<file path="config.mk">
export PLATFORM = sky130hd
export DESIGN_NAME = dma_descriptor_sequencer
export DESIGN_NICKNAME = d
export VERILOG_FILES = /design/src/rtl/dma_pkg.sv /design/src/rtl/dma_ip_pointer.sv /design/src/rtl/dma_descriptor_sequencer.sv
export SDC_FILE = /design/constraint.sdc
export NUM_CORES = 1
export LEC_CHECK = 0
export ABC_CLOCK_PERIOD_IN_PS = 1980
export CORE_ASPECT_RATIO = 0.9
export CORE_UTILIZATION = 43
export CTS_CLUSTER_DIAMETER = 80
export DETAILED_ROUTE_END_ITERATION = 7
export PLACE_DENSITY_LB_ADDON = 0.05
export SLEW_MARGIN = 40
export SYNTH_ARGS = -nofsm -noshare
export SYNTH_HDL_FRONTEND = slang
export SYNTH_SLANG_ARGS = --single-unit
</file>
<file path="constraint.sdc">
create_clock -name clock -period 1.98 [get_ports clock]
set_clock_uncertainty 0.2 [all_clocks]
set_input_delay 0.396 -clock clock [delete_from_list [all_inputs] [get_ports clock]]
set_output_delay 0.396 -clock clock [all_outputs]
set_load 0.05 [all_outputs]
</file>
<file path="src/rtl/dma_pkg.sv">
// ============================================================================
// Module      : dma_pkg
// Description : Shared constants, field extractors and legality check for the
//               DMA descriptor sequencer.
// Revision    : 1.0 - initial release
// ============================================================================
`default_nettype none

package dma_pkg;

    localparam logic [7:0] MEM_TOP  = 8'd191;
    localparam logic [7:0] IO1_BASE = 8'd192;
    localparam logic [7:0] IO1_TOP  = 8'd223;
    localparam logic [7:0] IO2_BASE = 8'd224;
    localparam logic [7:0] IO2_TOP  = 8'd255;

    localparam logic [1:0] OP_FROM_IO = 2'b00;
    localparam logic [1:0] OP_FROM_MEM = 2'b01;
    localparam logic [1:0] TYPE_IO    = 2'b01;
    localparam logic [1:0] TYPE_MEM   = 2'b10;

    localparam logic [25:0] NOP_INSTR = {2'b11, 2'b00, 22'b0};

    localparam logic [1:0] ST_IDLE = 2'd0;
    localparam logic [1:0] ST_REQ  = 2'd1;
    localparam logic [1:0] ST_XFER = 2'd2;
    localparam logic [1:0] ST_DONE = 2'd3;

    function automatic logic [1:0] instr_op(input logic [25:0] i);
        return i[25:24];
    endfunction

    function automatic logic [1:0] instr_type(input logic [25:0] i);
        return i[23:22];
    endfunction

    function automatic logic [7:0] instr_src(input logic [25:0] i);
        return i[21:14];
    endfunction

    function automatic logic [7:0] instr_dst(input logic [25:0] i);
        return i[13:6];
    endfunction

    function automatic logic [5:0] instr_count(input logic [25:0] i);
        return i[5:0];
    endfunction

    function automatic logic instr_legal(input logic [25:0] i);
        logic [1:0] op;
        logic [1:0] ty;
        logic [7:0] s;
        logic [7:0] d;
        op = instr_op(i);
        ty = instr_type(i);
        s  = instr_src(i);
        d  = instr_dst(i);
        if (op == OP_FROM_MEM && ty == TYPE_IO)
            return (d > MEM_TOP);
        else if (op == OP_FROM_IO && ty == TYPE_IO)
            return (s > MEM_TOP);
        else if (op == OP_FROM_MEM && ty == TYPE_MEM)
            return (s <= MEM_TOP) && (d <= MEM_TOP);
        else
            return 1'b0;
    endfunction

    // Memory addresses step and wrap at the top of memory; I/O ports are fixed.
    function automatic logic [7:0] addr_next(input logic [7:0] a);
        if (a > MEM_TOP)
            return a;
        else if (a == MEM_TOP)
            return 8'd0;
        else
            return a + 8'd1;
    endfunction

endpackage

`default_nettype wire

</file>
<file path="src/rtl/dma_ip_pointer.sv">
// ============================================================================
// Module      : dma_ip_pointer
// Description : Interrupt deposit write pointer with wrap and sticky overflow.
// Revision    : 1.0 - initial release
// ============================================================================
`default_nettype none

module dma_ip_pointer #(
    parameter logic [7:0] IP_BASE = 8'd128,
    parameter logic [7:0] IP_TOP  = 8'd191
) (
    input  logic       clock,
    input  logic       reset,
    input  logic       grant,
    input  logic       io_ack1,
    input  logic       io_ack2,
    output logic [7:0] firstempty,
    output logic       ip_overflow
);

    logic [7:0] ptr_q;
    logic [7:0] ptr_d;
    logic       ovf_q;
    logic       ovf_d;

    always_comb begin
        ptr_d = ptr_q;
        ovf_d = ovf_q;
        if (grant && (io_ack1 || io_ack2)) begin
            if (ptr_q == IP_TOP) begin
                ptr_d = IP_BASE;
                ovf_d = 1'b1;
            end else begin
                ptr_d = ptr_q + 8'd1;
            end
        end
    end

    always_ff @(posedge clock) begin
        if (reset) begin
            ptr_q <= IP_BASE;
            ovf_q <= 1'b0;
        end else begin
            ptr_q <= ptr_d;
            ovf_q <= ovf_d;
        end
    end

    assign firstempty  = ptr_q;
    assign ip_overflow = ovf_q;

endmodule

`default_nettype wire

</file>
<file path="src/rtl/dma_descriptor_sequencer.sv">
// ============================================================================
// Module      : dma_descriptor_sequencer
// Description : Accepts one DMA instruction, requests the bus and streams
//               per-transfer addresses to the DMA engine.
// Revision    : 1.0 - initial release
// ============================================================================
`default_nettype none

module dma_descriptor_sequencer
    import dma_pkg::*;
#(
    parameter logic [7:0] IP_BASE = 8'd128,
    parameter logic [7:0] IP_TOP  = 8'd191
) (
    input  logic        clock,
    input  logic        reset,
    input  logic [25:0] instr_in,
    input  logic        instr_valid,
    output logic        instr_ready,
    input  logic        grant,
    input  logic        D_IOAck1,
    input  logic        D_IOAck2,
    output logic        bus_request,
    output logic [25:0] DMA_instruction,
    output logic [7:0]  next_source,
    output logic [7:0]  next_destination,
    output logic [7:0]  firstempty,
    output logic [5:0]  remaining,
    output logic        done,
    output logic        err,
    output logic        ip_overflow
);

    logic [1:0]  state_q, state_d;
    logic [25:0] instr_q, instr_d;
    logic [7:0]  src_q, src_d;
    logic [7:0]  dst_q, dst_d;
    logic [5:0]  rem_q, rem_d;
    logic        err_q, err_d;

    always_comb begin
        state_d = state_q;
        instr_d = instr_q;
        src_d   = src_q;
        dst_d   = dst_q;
        rem_d   = rem_q;
        err_d   = 1'b0;
        case (state_q)
            ST_IDLE: begin
                if (instr_valid) begin
                    instr_d = instr_in;
                    src_d   = instr_src(instr_in);
                    dst_d   = instr_dst(instr_in);
                    rem_d   = instr_count(instr_in);
                    if (!instr_legal(instr_in)) begin
                        state_d = ST_DONE;
                        err_d   = 1'b1;
                    end else if (instr_count(instr_in) == 6'd0) begin
                        state_d = ST_DONE;
                    end else begin
                        state_d = ST_REQ;
                    end
                end
            end
            ST_REQ: begin
                if (grant)
                    state_d = ST_XFER;
            end
            ST_XFER: begin
                // A granted edge issues the transfer currently on the address outputs.
                if (grant) begin
                    src_d = addr_next(src_q);
                    dst_d = addr_next(dst_q);
                    if (rem_q != 6'd0)
                        rem_d = rem_q - 6'd1;
                    if (rem_q <= 6'd1)
                        state_d = ST_DONE;
                end else begin
                    state_d = ST_REQ;
                end
            end
            default: begin
                state_d = ST_IDLE;
            end
        endcase
    end

    always_ff @(posedge clock) begin
        if (reset) begin
            state_q <= ST_IDLE;
            instr_q <= NOP_INSTR;
            src_q   <= 8'd0;
            dst_q   <= 8'd0;
            rem_q   <= 6'd0;
            err_q   <= 1'b0;
        end else begin
            state_q <= state_d;
            instr_q <= instr_d;
            src_q   <= src_d;
            dst_q   <= dst_d;
            rem_q   <= rem_d;
            err_q   <= err_d;
        end
    end

    assign instr_ready      = (state_q == ST_IDLE);
    assign bus_request      = (state_q == ST_REQ) || (state_q == ST_XFER);
    assign DMA_instruction  = (state_q == ST_XFER) ? instr_q : NOP_INSTR;
    assign next_source      = src_q;
    assign next_destination = dst_q;
    assign remaining        = rem_q;
    assign done             = (state_q == ST_DONE);
    assign err              = err_q;

    dma_ip_pointer #(
        .IP_BASE (IP_BASE),
        .IP_TOP  (IP_TOP)
    ) u_ip_pointer (
        .clock       (clock),
        .reset       (reset),
        .grant       (grant),
        .io_ack1     (D_IOAck1),
        .io_ack2     (D_IOAck2),
        .firstempty  (firstempty),
        .ip_overflow (ip_overflow)
    );

endmodule

`default_nettype wire

</file>
Yosys cells after proc, flatten, opt, wreduce, memory -nomap -nowiden. Index checks and enable logic that the tools add are counted.

Register bits after elaboration: 60. Bits in writable memories: 0. Logic and storage cells: 85. Memories kept: 0. Input bits: 32. Bits in latches: 0. Memory bits (read-only): 0.

Bitwise logic cells: 2. Multiplexer cells: 29. Order comparisons: 7. Shift operators: 0. Add/sub/neg operators: 4. Reductions and logical operators: 19. Equal/unequal tests: 16. Div/mod/pow operators: 0. Multiply operators: 0.

Operator list (count): 8-bit 2-to-1 mux (9); 8-bit greater-than comparator (second input constant) (4); 8-bit case mux with 2 select lines (2); 26-bit 2-to-1 mux (1); 8-bit by 1-bit adder with 8-bit output (second input constant) (3); 8-bit equality test (second input constant) (3); 6-bit 2-to-1 mux (3); 8-bit <= comparator (second input constant) (2); 2-bit 2-to-1 mux (6); 2-bit != test (second input constant) (6); 6-bit case mux with 2 select lines (1); 4-bit AND reduction (3); 2-bit by 1-bit equality test with 1-bit output (second input constant) (3); 2-bit equality test (second input constant) (3); 6-bit by 1-bit <= comparator with 1-bit output (second input constant) (1); 6-bit zero test (1); 1-bit 2-to-1 mux (6); 2-bit case mux with 3 select lines (1); 6-bit nonzero test (1); 6-bit by 1-bit subtractor with 6-bit output (second input constant) (1); 1-bit logical AND (5); 2-bit zero test (2); 2-bit AND reduction (2); 3-bit != test (second input constant) (1); other kinds (5) (7).

Depth between registers and ports, before layout. Gate-level depths: netlist of the first run.

Depth in word-level cells: 10. Mapped depth: 8.

Hierarchy. A second synthesis of the first run with hierarchy kept.

Cell total of the unflattened synthesis: 411. Area, all modules: 3296.9 um^2.

Modules (own cells, without submodules): dma_descriptor_sequencer (instances 1, seq. area each 1021.0 um^2, cells each 365, area an instance 2871.5 um^2); dma_ip_pointer (instances 1, seq. area each 180.2 um^2, cells each 46, area an instance 425.4 um^2).

Worst setup path before layout of the first run. No wires, ideal clock.

Path kind: register to register. Start: register state_q[1]. End: register src_q[7] (netlist: next_source[7]). Stages on the path, launching flop included: 8. Setup slack: -0.358 ns. Data arrival time: 2.026 ns. Required time: 1.668 ns. Clock period less this slack: 2.338 ns. Setup time: 0.112 ns. Cell sequence: dfxtp_1 inv_1 ha_1 buf_6 mux2i_4 a21o_1 a2111oi_0 a2111oi_1.

Longest elaborated chain between the ends: 3. Elaborated cells on any way between the ends: 8.

RTL lines: from (decl) (line dma_descriptor_sequencer.sv:34) `logic [1:0] state_q, state_d;`; from (signal assigned) (line dma_descriptor_sequencer.sv:97) `state_q <= state_d;`; 2-bit zero test *; via instr_ready (line dma_descriptor_sequencer.sv:19) `output logic instr_ready,`; 2-bit != test (no source line) / 2-bit nonzero test (equally long branches); 4-bit AND reduction (no source line); to (signal assigned) (line dma_descriptor_sequencer.sv:99) `src_q <= src_d;`; to (decl) (line dma_descriptor_sequencer.sv:36) `logic [7:0] src_q, src_d;`.

Mark *: on every way through the listed nets, which the timed path passes. The rest lies on a longest branch. A chain may end at the register's enable or synchronous reset.

Worst setup path in the final report of the first run.
Start: register state_q[0]. End: output port DMA_instruction[25].

Longest elaborated chain between the ends: 2.

RTL lines: 2-bit equality test (line dma_descriptor_sequencer.sv:108) `assign DMA_instruction = (state_q == ST_XFER) ? instr_q : NOP_INSTR;`; 26-bit 2-to-1 mux (line dma_descriptor_sequencer.sv:108); to (decl) (line dma_descriptor_sequencer.sv:24) `output logic [25:0] DMA_instruction,`.

Every way passes these cells.

==> run metrics, run 1 <==
status=finished with violations; failing checks=setup timing; RSZ-0062 raised after global routing=true; post-route cell area=5334 sq um; die height=84.90 um; WL final=9798 um; CTS Root Cell=clkbuf_8; clock slew at reported path FFs=70 ps; most frequent cells in the layout=nand2_1 (74), buf_4 (67), dfxtp_1 (48), a21oi_1 (41), buf_12 (36); CTS tree=yes; DP Area=4846 sq um; Area contributors post-synth=dfxtp_1 (37%), nand2_1 (8.5%), a21oi_1 (6.3%), and2_1 (5.1%), ha_1 (3.8%); max_cap viols=0; GPL Wtd Cong=0.8657; DRC violations left=0; register area share after synthesis=36.59%; ANT cells=0; clk buf depth=2; H-tree lvl count=3; Syn Area/Cell=7.873 sq um; Nets=590; PnR worst setup slack=-37.52 ps; initial antenna violation count=0; Die Area=7989 sq um; Fin. Hold Viols=0; R2R depth=8; maximum vdd drop=0.9027 mV; top cell type's share of synthesized area=36.59%; Mapped Cells=417; Non-Filler Instances=646; Slew Viols, Final=0; Tcrit/Tclk final=101.9%; total CTS buffers=9; CP startpoint=state_q[0]; grt met3 use=5.735%; DR pass1 iterations=4; CP Capture Type=output pin; Syn Nets=459; vias in the first global route=3333; grt peak-use layer=met2; PortBufs=92; Cell Area, Synth=3283 sq um; pre-CTS WS=-299.0 ps; Initial Util=45.47%; power density cells=1489 nW/um^2; CTS Hold Bufs=0; area leader, netlist=dfxtp_1; global route overflow=0; hold slack final=255.5 ps; Slew headroom=64.72%; synth-to-layout area growth=62.46%; crit path time final=2018 ps; Post-synth top flop=dfxtp_1; Detailed Place HPWL=6873 um; first-pass GRT wire length=15880 um; Ports=93; critical path data required time=1380 ps; Worst Max-Slew Pin Slew=523.7 ps; worst skew pair latency=340 ps; core area=7221 sq um; #FFs+latches synth=60; total global-route track usage=25.29%; number of synthesized flops with an enable pin=0; Startpoint Class=flop; Filler cells=551; Inst Count DP=619; Setup violations, final=25; Cells on Worst Hold Path=2; TNS Setup=-448.9 ps; DRT iter0 DRCs=196; Max Freq=495.7 MHz; Die Width=94.11 um; Ys Warns=0; Crit Path Max Fanout=9; FF-to-FF setup slack=10 ps; reg-to-reg endpoint=remaining[0]; pin count of the biggest net entering global routing=28; most common cell after layout, fill and taps aside=nand2_1; Distinct cells, synth=57; Vias=3522; DR vias/cell=5.452; CP arrival=1420 ps; CTS sink cnt=60; wire per inst=15.17 um; Min-Delay Endpoint=instr_q[18]; GR Util met2=41.01%; number of cell rows=29; global routing usage on met1=32.94%; critical path class=reg -> out; hold path startpoint=instr_q[18]; RR Startpoint=state_q[0]; worst hold path type=reg -> reg; Leak Pwr=0.002117 uW; share of cells above drive strength 1=34.36%; Antenna Nets Post-Route=0; Synth async-reset ratio=0%
## registers in the layout (all words and copies together), names as in the netlist
signal,cells
remaining,6
next_source,8
u_ip_pointer.firstempty,8
next_destination,8
instr_q,26
u_ip_pointer.ip_overflow,1
err,1
state_q,2
## Yosys cell counts, types with 5 or more instances
cell type / instances
nand2_1: 74
dfxtp_1: 60
a21oi_1: 41
and2_1: 27
nor2_1: 26
o21ai_0: 17
inv_1: 13
clkbuf_1: 12
nand3_1: 12
nor3_1: 11
ha_1: 10
nor2b_1: 10
a211oi_1: 9
nand2b_1: 7
xnor2_1: 5
## repair_timing
item / in CTS / in global routing
endpoints found under the setup margin: 35 / 39
pin swaps: 8 / 7
buffers inserted: 2 / 7
resized for setup: 13 / 25
gates cloned: 1 / 1
## layout make-up
cell class / count / area [sq um] / share of cell area, %
clock buffer: 9 / 123.9 / 2.322
clock inverter: 7 / 91.34 / 1.712
inverter: 14 / 55.05 / 1.032
multi-input combinational: 323 / 2079 / 38.99
sequential: 60 / 1231 / 23.08
tap: 93 / 116.4 / 2.182
timing repair buffer: 140 / 1637 / 30.68
## how the worst max path moves through the flow
| stage | slack [ps] | depth (start not counted) | endpoint |
|---|---|---|---|
| 6_report | -40 | 6 | DMA_instruction[25] |
| 5_1_grt | -100 | 8 | remaining[0] |
| 4_1_cts | -90 | 5 | DMA_instruction[24] |
| 3_5_place_dp | -300 | 5 | next_source[3] |
| 3_3_place_gp | -230 | 5 | next_source[7] |
| 2_1_floorplan | -40 | 7 | next_source[7] |
## cell families after synthesis
| kind of cell | after synthesis | synth area share [%] |
|---|---|---|
| muxes | 4 | 1.601 |
| xor gates and xnor gates | 6 | 1.601 |
| and+or+nand+nor | 196 | 30.18 |
| adders and majority gates | 10 | 3.811 |
| AOI/OAI and AO/OA | 107 | 21.27 |
| DFF | 60 | 36.59 |
| buffers and inverters | 34 | 4.954 |
## worst max-delay path, stage by stage, from the launching register on
cell	delay (ps)
dfxtp_2	350
inv_4	50
ha_4	200
buf_12	140
buf_16	130
nand2b_4	70
buf_8	140
## report_power, final
group,leakage [uW],switching [uW],total (uW),internal (uW)
Clock,0.0000989,511,1210,701
Sequential,0.000498,347,1890,1540
Combinational,0.00152,2690,4840,2150
Total,0.00212,3540,7940,4400
## per-stage QoR
| step | util [%] | power (uW) |
|---|---|---|
| 2_1_floorplan | - | 4583 |
| 3_3_place_gp | 67.11 | 6086 |
| 3_5_place_dp | 67.11 | 6163 |
| 4_1_cts | 71.32 | 7565 |
| 5_1_grt | 73.87 | 8395 |
| 6_report | 73.87 | 7940 |
## layer usage
layer  vias up  share of wire, %
li1       1733                 -
met3        11               6.3
met5         -                 0
met1      1646                44
met4         0               1.5
met2       132                48
(Power assumes the default switching activity.)
==> run 2, diff against run 1 <==
Settings changed: CAP_MARGIN set to 20, GPL_ROUTABILITY_DRIVEN set to 0.
==> results of run 2 <==
Final layout, timing and power as in run 1 (identical DEF).
